## src/rtl/divu_seq_param_if.sv

```systemverilog
// divu_seq_param_if: request/response handshake bundle for the iterative divider
interface divu_seq_param_if #(
    parameter int WIDTH = 32
);
    logic             req_valid;
    logic             req_ready;
    logic             is_signed;
    logic [WIDTH-1:0] dividend;
    logic [WIDTH-1:0] divisor;
    logic             rsp_valid;
    logic             rsp_ready;
    logic [WIDTH-1:0] quotient;
    logic [WIDTH-1:0] remainder;
    logic             busy;
    modport master (
        output req_valid, is_signed, dividend, divisor, rsp_ready,
        input  req_ready, rsp_valid, quotient, remainder, busy
    );
    modport slave (
        input  req_valid, is_signed, dividend, divisor, rsp_ready,
        output req_ready, rsp_valid, quotient, remainder, busy
    );
endinterface

```

## src/rtl/divu_seq_param.sv

```systemverilog
// divu_seq_param: multi-cycle restoring divider, ITERS_PER_CYCLE steps per clock, RISC-V DIV/DIVU/REM/REMU results.
// Optional macro DIVU_SEQ_FASTPATH_EN: divisor 0 or unsigned divisor 1 completes one edge after accept.
module divu_seq_param #(
    parameter int WIDTH           = 32,
    parameter int ITERS_PER_CYCLE = 1
) (
    input logic              i_clk,
    input logic              i_rst_n,
    divu_seq_param_if.slave  bus
);
    localparam int N  = WIDTH / ITERS_PER_CYCLE;
    localparam int CW = $clog2(N + 1);

    typedef enum logic [1:0] {IDLE, CALC, DONE} state_t;

    state_t           state;
    logic [WIDTH-1:0] dvd, dsr, rem, quo;
    logic [CW-1:0]    cnt;
    logic             q_neg, r_neg, div_zero;
    logic             dd_neg, ds_neg;
    logic [WIDTH-1:0] dd_mag, ds_mag;
    logic [WIDTH-1:0] rem_n, dvd_n, quo_n, q_fin, r_fin;
    logic [WIDTH:0]   trial;
    logic             take, last;
`ifdef DIVU_SEQ_FASTPATH_EN
    logic             fast;
    assign last = fast || cnt == CW'(1);
`else
    assign last = cnt == CW'(1);
`endif

    // Operand magnitudes and signs as seen at the accept edge
    always_comb begin
        dd_neg = bus.is_signed && bus.dividend[WIDTH-1];
        ds_neg = bus.is_signed && bus.divisor[WIDTH-1];
        dd_mag = dd_neg ? -bus.dividend : bus.dividend;
        ds_mag = ds_neg ? -bus.divisor : bus.divisor;
    end

    // Unrolled restoring steps; the trial remainder is one bit wider so the compare never truncates
    always_comb begin
        rem_n = rem;
        dvd_n = dvd;
        quo_n = quo;
        trial = '0;
        take  = 1'b0;
        for (int k = 0; k < ITERS_PER_CYCLE; k++) begin
            trial = {rem_n, dvd_n[WIDTH-1]};
            take  = trial >= {1'b0, dsr};
            trial = take ? trial - {1'b0, dsr} : trial;
            rem_n = trial[WIDTH-1:0];
            dvd_n = dvd_n << 1;
            quo_n = {quo_n[WIDTH-2:0], take};
        end
`ifdef DIVU_SEQ_FASTPATH_EN
        quo_n = fast ? (div_zero ? '1 : dvd) : quo_n;
        rem_n = fast ? (div_zero ? dvd : '0) : rem_n;
`endif
        q_fin = (q_neg && !div_zero) ? -quo_n : quo_n;
        r_fin = r_neg ? -rem_n : rem_n;
    end

    // Control FSM with registered handshake flags and result registers
    always_ff @(posedge i_clk or negedge i_rst_n) begin
        if (!i_rst_n) begin
            state         <= IDLE;
            dvd           <= '0;
            dsr           <= '0;
            rem           <= '0;
            quo           <= '0;
            cnt           <= '0;
            q_neg         <= 1'b0;
            r_neg         <= 1'b0;
            div_zero      <= 1'b0;
`ifdef DIVU_SEQ_FASTPATH_EN
            fast          <= 1'b0;
`endif
            bus.quotient  <= '0;
            bus.remainder <= '0;
            bus.rsp_valid <= 1'b0;
            bus.busy      <= 1'b0;
            bus.req_ready <= 1'b1;
        end else begin
            case (state)
                IDLE: if (bus.req_valid && bus.req_ready) begin
                    dvd           <= dd_mag;
                    dsr           <= ds_mag;
                    q_neg         <= dd_neg ^ ds_neg;
                    r_neg         <= dd_neg;
                    div_zero      <= bus.divisor == '0;
`ifdef DIVU_SEQ_FASTPATH_EN
                    fast          <= bus.divisor == '0 || (bus.divisor == WIDTH'(1) && !bus.is_signed);
`endif
                    rem           <= '0;
                    quo           <= '0;
                    cnt           <= CW'(N);
                    state         <= CALC;
                    bus.req_ready <= 1'b0;
                    bus.busy      <= 1'b1;
                end
                CALC: begin
                    rem <= rem_n;
                    dvd <= dvd_n;
                    quo <= quo_n;
                    cnt <= cnt - 1'b1;
                    if (last) begin
                        bus.quotient  <= q_fin;
                        bus.remainder <= r_fin;
                        bus.rsp_valid <= 1'b1;
                        state         <= DONE;
                    end
                end
                DONE: if (bus.rsp_ready) begin
                    bus.rsp_valid <= 1'b0;
                    bus.busy      <= 1'b0;
                    bus.req_ready <= 1'b1;
                    state         <= IDLE;
                end
                default: state <= IDLE;
            endcase
        end
    end
endmodule
```

## src/flat_wrapper.sv

```systemverilog
// flat-port wrapper written by rule: the top's interface ports become plain ports
module divu_seq_param_flat 
#(
    parameter int WIDTH           = 32,
    parameter int ITERS_PER_CYCLE = 1
)
  (i_clk, i_rst_n, bus_req_valid, bus_is_signed, bus_dividend, bus_divisor, bus_rsp_ready, bus_req_ready, bus_rsp_valid, bus_quotient, bus_remainder, bus_busy);
  divu_seq_param_if #(.WIDTH(WIDTH)) bus_i ();
  input logic i_clk;
  input logic i_rst_n;
  input wire logic [$bits(bus_i.req_valid)-1:0] bus_req_valid;
  input wire logic [$bits(bus_i.is_signed)-1:0] bus_is_signed;
  input wire logic [$bits(bus_i.dividend)-1:0] bus_dividend;
  input wire logic [$bits(bus_i.divisor)-1:0] bus_divisor;
  input wire logic [$bits(bus_i.rsp_ready)-1:0] bus_rsp_ready;
  output wire logic [$bits(bus_i.req_ready)-1:0] bus_req_ready;
  output wire logic [$bits(bus_i.rsp_valid)-1:0] bus_rsp_valid;
  output wire logic [$bits(bus_i.quotient)-1:0] bus_quotient;
  output wire logic [$bits(bus_i.remainder)-1:0] bus_remainder;
  output wire logic [$bits(bus_i.busy)-1:0] bus_busy;
  assign bus_i.req_valid = bus_req_valid;
  assign bus_i.is_signed = bus_is_signed;
  assign bus_i.dividend = bus_dividend;
  assign bus_i.divisor = bus_divisor;
  assign bus_i.rsp_ready = bus_rsp_ready;
  assign bus_req_ready = bus_i.req_ready;
  assign bus_rsp_valid = bus_i.rsp_valid;
  assign bus_quotient = bus_i.quotient;
  assign bus_remainder = bus_i.remainder;
  assign bus_busy = bus_i.busy;
  divu_seq_param #(.WIDTH(WIDTH), .ITERS_PER_CYCLE(ITERS_PER_CYCLE)) u_core (.i_clk(i_clk), .i_rst_n(i_rst_n), .bus(bus_i));
endmodule
```

## config.mk

```make
export PLATFORM = sky130hd
export DESIGN_NAME = divu_seq_param_flat
export DESIGN_NICKNAME = d
export VERILOG_FILES = /design/src/rtl/divu_seq_param_if.sv /design/src/rtl/divu_seq_param.sv /design/src/flat_wrapper.sv
export SDC_FILE = /design/constraint.sdc
export NUM_CORES = 1
export LEC_CHECK = 0
export CAP_MARGIN = 20
export CORE_UTILIZATION = 55
export DETAILED_ROUTE_END_ITERATION = 10
export PLACE_DENSITY = 0.75
export SKIP_CTS_REPAIR_TIMING = 1
export SLEW_MARGIN = 25
export SYNTH_ARGS = -nofsm -noshare
export SYNTH_HDL_FRONTEND = slang
export SYNTH_SLANG_ARGS = --single-unit
export TNS_END_PERCENT = 5
```

## constraint.sdc

```tcl
create_clock -name i_clk -period 6.2 [get_ports i_clk]
set_clock_uncertainty 0.15 [all_clocks]
set_input_delay 0.93 -clock i_clk [delete_from_list [all_inputs] [get_ports i_clk]]
set_output_delay 0.93 -clock i_clk [all_outputs]
set_load 0.01 [all_outputs]
```

[Yosys cells after proc, flatten, opt, wreduce, memory -nomap -nowiden]
Cells that the tools add are included.
Cells by class
  order comparisons: 1
  mux-type cells: 24
  add/subtract/negate cells: 6
  divide/modulo/power cells: 0
  eq/ne operators: 6
  shifts and indexed selects: 0
  reduce and logical (&&, ||, !) cells: 16
  bitwise logic cells: 1
  $mul: 0
Operators with widths (count)
  32-bit two-way mux: 7
  32-bit negator: 4
  32-bit one-hot mux with 2 select lines: 2
  31-bit one-hot mux with 2 select lines: 1
  33-bit by 32-bit greater-or-equal comparator with 1-bit output: 1
  32-bit zero test: 1
  32-bit subtractor: 1
  6-bit one-hot mux with 2 select lines: 1
  3-bit AND reduction: 3
  6-bit by 1-bit equality test with 1-bit output, second input constant: 1
  2-bit two-way mux: 3
  6-bit two-way mux: 1
  1-bit one-hot mux with 2 select lines: 3
  2-bit one-hot mux with 3 select lines: 1
  2-bit AND reduction: 3
  2-bit nonzero test: 3
  6-bit by 1-bit subtractor with 6-bit output, second input constant: 1
  1-bit two-way mux: 5
  1-bit logical AND: 4
  2-bit by 1-bit inequality test with 1-bit output, second input constant: 2
  2-bit by 1-bit equality test with 1-bit output, second input constant: 1
  2-bit equality test, second input constant: 1
  2-bit zero test: 1
  2-bit inequality test, second input constant: 1
  other kinds (2): 2
Word-level totals
  bits in registers: 205
  memories: 0
  ROM bits: 0
  output and inout bits: 67
  bits in latches: 0
  memory bits (writable): 0
  input port bits: 69

[Logic depth before layout (Yosys ltp)]
  word-level depth: 4
  mapped depth: 25
  gate-level depth less buffers: 19

[Least setup slack after synthesis]
Ideal clock, no wire load.
  path type: register to register
  start point: register u_core.rem[11]
  end point: register u_core.bus.remainder[18]
  data required time: 5.921 ns
  clock period less this slack: 4.657 ns
  arrival: 4.378 ns
  cell stages (with the launch flop): 23
  path slack: 1.543 ns
  cell sequence: dfrtp_1 ha_1 clkbuf_1 nand4_1 nor4b_2 a22oi_1 a21oi_1 or3_1 buf_6 buf_6 buf_6 buf_2 buf_2 nand2_1 o21ai_0 ha_1 nand2_1 or4_1 nor4_1 o21ai_2 o31ai_2 xnor2_1 o21ai_1
On the way
  longest elaborated chain between the ends: 4
  elaborated cells on any way between the ends: 5
  those cells by class: 2 x add/sub; 1 x order compare; 2 x mux
Ends and longest elaborated chain
  start, declared: RTL line divu_seq_param.sv:17  | logic [WIDTH-1:0] dvd, dsr, rem, quo;
  start signal, assigned: RTL line divu_seq_param.sv:102  | rem <= rem_n;
  32-bit subtractor or 33-bit by 32-bit greater-or-equal comparator with 1-bit output (tied branches): RTL line divu_seq_param.sv:50, divu_seq_param.sv:49
  32-bit two-way mux (*): RTL line divu_seq_param.sv:50  | trial = take ? trial - {1'b0, dsr} : trial;
  32-bit negator: RTL line divu_seq_param.sv:60  | r_fin = r_neg ? -rem_n : rem_n;
  32-bit two-way mux (*): RTL line divu_seq_param.sv:60
  end signal, assigned: RTL line divu_seq_param.sv:108  | bus.remainder <= r_fin;
  end, declared: RTL line divu_seq_param_if.sv:21  | output req_ready, rsp_valid, quotient, remainder, busy
Every way passes the cells marked *; elsewhere a longest branch is shown, timed or not.
A chain may end at the register's enable or synchronous reset.

[Worst setup path after layout]
  start point: register u_core.rem[21]
  end point: register u_core.bus.remainder[18]
On the way
  longest elaborated chain between the ends: 4
Ends and longest elaborated chain
  33-bit by 32-bit greater-or-equal comparator with 1-bit output (*): RTL line divu_seq_param.sv:49  | take = trial >= {1'b0, dsr};
  32-bit two-way mux (*): RTL line divu_seq_param.sv:50
  32-bit negator: RTL line divu_seq_param.sv:60
  32-bit two-way mux (*): RTL line divu_seq_param.sv:60
Marks and branches as above.

==> summary.txt <==
Status
  • Status: finished, final reports clean

Route
  • Post-DRT Antenna Nets: 0
  • DRT iter0 DRCs: 887
  • Vias per cell: approximately 5.9
  • Drt pass-1 iters: 5
  • Detailed Route WL: around 33000 microns
  • DRC: 0
  • Vias: 11692
  • Drt wl/cell: approximately 17 microns

Power and ir drop
  • Maximum vdd drop: between 0.1 and 0.15 mV
  • PD cells: between 150 and 200 mW/mm^2
  • Total power draw: ~2.8 mW
  • Static leakage: about 6.3 nW

Synth
  • Syn avg cell area: 8.367 sq um
  • Largest family of logic cells by synthesized area: compound AO/OA/AOI/OAI gates
  • Most area-hungry cell type in the Yosys netlist: dfrtp_1
  • Mux contribution to synthesized area: under 10%
  • Yosys reg bits: about 200
  • Synth Area in Adders: under 10%
  • Synth Warn #: 0
  • Post-synth EDFFs: 0
  • Top_reg_cell synth: dfrtp_1
  • Dominant cells by area after synthesis: dfrtp_1, o21ai_0, nand2_1, xnor2_1, ha_1
  • Syn nets: ~1700
  • Post-synthesis compound-gate area fraction: a little over a fifth
  • Synth Cell Area: 0.01323 sq mm
  • Synth unique cells: 87
  • Seq/Total Area, Yosys: between 30% and 40%
  • Mapped Cells: about 1600
  • Top cell type's share of synthesized area: 38.59%
  • Simple-Gate Fraction of Synth Area: between 10% and 20%
  • Synth Area in XOR/XNOR: under 10%
  • Ys async rst share: 100.0%

Cells and area
  • Area occupied by multi-input gates: about 0.0075 sq mm
  • Layout area overhead: 16.40%
  • Commonest non-fill, non-tap cells in the layout: nand2_1, o21ai_0, dfrtp_1, clkdlybuf4s50_1, nor2_1
  • Finished Core Util: about 65%
  • # diodes: 0
  • Commonest non-fill, non-tap cell in the layout: nand2_1
  • Fin area: around 0.015 sq mm
  • Layout cells sized above 1: under 10%
  • Layout Nets: between 1500 and 2000
  • # fillers: 2062
  • Register area: about 0.0051 sq mm

Critical path
  • Setup CP Type: register to register
  • Worst path top cell family by delay: simple AND/OR/NAND/NOR gates
  • R2r endpoint: u_core.bus.remainder[18]$_DFFE_PN0P_
  • Arrival time at the worst endpoint: between 5 and 6 ns
  • CP Depth: 16
  • Critical R2R Launch: u_core.rem[21]$_DFFE_PN0P_
  • WP data required: around 6.4 ns
  • CP Max Fanout: 35
  • Most frequent CP cell: ha_1
  • Buffers plus inverters on the worst setup path: 1
  • Reg-to-reg slack, setup: around 0.99 ns
  • Critical path's slowest cell: or3_2
  • R2R cell count: 16
  • Crit end category: register
  • CP startpoint kind: register
  • CP peak stage delay: roughly 0.75 ns
  • Worst-path cell chain: ha_1 -> and4_1 -> nor4b_2 -> a22oi_1 -> a21oi_1 -> or3_2 -> inv_6 -> mux2i_1 -> ha_1 -> nand2_1 -> or4_1 -> nor4_1 -> o21ai_2 -> o31ai_2 -> xnor2_1 -> o21ai_1

Placed design
  • Buffers on Ports: ~140
  • Gpl congestion: between 0.9 and 1
  • Placed Area: 0.01470 sq mm
  • Placed wire-length estimate: between 20000 and 25000 microns
  • DP Worst Slack: approximately 1.1 ns

Timing
  • PnR worst setup slack: a little under 1 ns
  • Final cycle utilization of the critical path: between 80% and 90%
  • Setup TNS Final: 0 ns
  • Final setup viols: 0
  • Slew Viols, Final: 0
  • RSZ-0062 raised after global routing: no
  • Worst-Margin Slew: a little under 1 ns
  • Maximum clock rate: between 0.15 and 0.2 GHz
  • Final hold vios: 0
  • Post-route minimum period: between 5 and 6 ns
  • Relative slew slack: a little over a third

Global routing
  • GRT Total Usage: approximately 28%
  • Initial antenna violation count: 0
  • Number of global-route vias before repair: around 11000
  • Grt ovf: 0
  • First-pass GRT wire length: 54990 microns
  • Largest net degree at the start of global routing: 130

Clock network
  • Clk sinks: a little over 200
  • Clock tree root buffer cell: clkbuf_16
  • Clock Tree Buf Depth: 3
  • Clock Pin Slew Worst Setup and Hold Paths: roughly 0.060 ns
  • Clock Latency Late Sink: approximately 0.52 ns
  • TritonCTS Buffers: 22
  • CTS tree: built
  • H-tree lvl count: 1

Die
  • IO Pins: approximately 140
  • Num rows: 56
  • Core ar.: ~0.024 sq mm
  • Die span in x: approximately 160 microns
  • DIE HEIGHT: ~160 microns
  • Die area: roughly 0.025 sq mm
  • Starting Density: a little under three fifths

Min path
  • Hold Path Class: input port to asynchronous set/reset pin

Job
  • Max Cap Viol: 0
[kinds of logic (layout without fill, tap and decap cells)]
| logic type | Yosys count | count (layout) |
|---|---|---|
| muxes | 24 | 24 |
| and+or+nand+nor | 544 | 544 |
| adders and majority gates | 39 | 39 |
| buffers and inverters | 152 | 240 |
| DFF | 205 | 205 |
| xor gates and xnor gates | 142 | 142 |
| AOI/OAI and AO/OA | 475 | 475 |
[registers in the layout (all words and copies together) (netlist names)]
signal                count
u_core.bus.quotient      32
u_core.bus.remainder     32
u_core.dsr               32
u_core.dvd               32
u_core.rem               32
u_core.quo               31
u_core.cnt                6
u_core.state              2
u_core.bus.busy           1
u_core.bus.req_ready      1
u_core.bus.rsp_valid      1
u_core.div_zero           1
u_core.q_neg              1
u_core.r_neg              1
[worst max-delay path by stage]
stage / start / to / slack [ns]
floorplan: u_core.rem[11]$_DFFE_PN0P_ / u_core.bus.remainder[18]$_DFFE_PN0P_ / 1.54
global placement: u_core.rem[21]$_DFFE_PN0P_ / u_core.bus.remainder[18]$_DFFE_PN0P_ / 1.20
global route: u_core.rem[21]$_DFFE_PN0P_ / u_core.bus.remainder[18]$_DFFE_PN0P_ / 0.67
CTS: u_core.rem[21]$_DFFE_PN0P_ / u_core.bus.remainder[18]$_DFFE_PN0P_ / 1.03
detailed placement: u_core.rem[21]$_DFFE_PN0P_ / u_core.bus.remainder[18]$_DFFE_PN0P_ / 1.06
finish: u_core.rem[21]$_DFFE_PN0P_ / u_core.bus.remainder[18]$_DFFE_PN0P_ / 0.99
[cell type report]
cell class | instances | area share (%)
timing repair buffer | 143 | 9.272
sequential | 205 | 33.33
multi-input combinational | 1224 | 48.76
tap | 319 | 2.592
clock inverter | 5 | 0.3413
inverter | 62 | 1.544
clock buffer | 30 | 4.161
[synthesized netlist by cell type, types with 6 or more instances]
cell type,instances
nand2_1,230
o21ai_0,225
dfrtp_1,204
nor2_1,96
xnor2_1,90
a21oi_1,85
clkbuf_1,69
inv_1,60
nand3_1,52
xor2_1,52
ha_1,38
a22oi_1,30
nor3_1,30
mux2i_1,23
nor4_1,22
o31ai_1,17
or3_1,16
nand4_1,14
and3_1,13
o21ai_1,13
a31oi_1,12
nand2b_1,12
o41ai_1,11
a21o_1,10
nor2b_1,10
and2_1,9
buf_2,9
o211ai_1,8
o21a_1,8
a21boi_0,7
or4_1,7
a211oi_1,6
buf_1,6
[where the power goes]
part           internal, mW  total [mW]  switching [mW]
logic                0.0703       0.153          0.0828
clock network         0.722        1.26           0.537
registers              1.34        1.34               0
[stage by stage]
stage                     hold WS (ns)  std cells
after floorplan                 0.2969       1581
after global placement          0.3108       1953
after detailed placement        0.3193       1953
after CTS                       0.2856       1988
after global routing            0.3132       1988
final                           0.2591       1988
[metal layers]
layer,part of all wire (%),GRT usage (%)
met5,0,0
met1,48,41.57
met4,1.4,5.409
met2,43,42.43
met3,6.7,4.570
No activity file was read; power rests on OpenSTA's default activity.
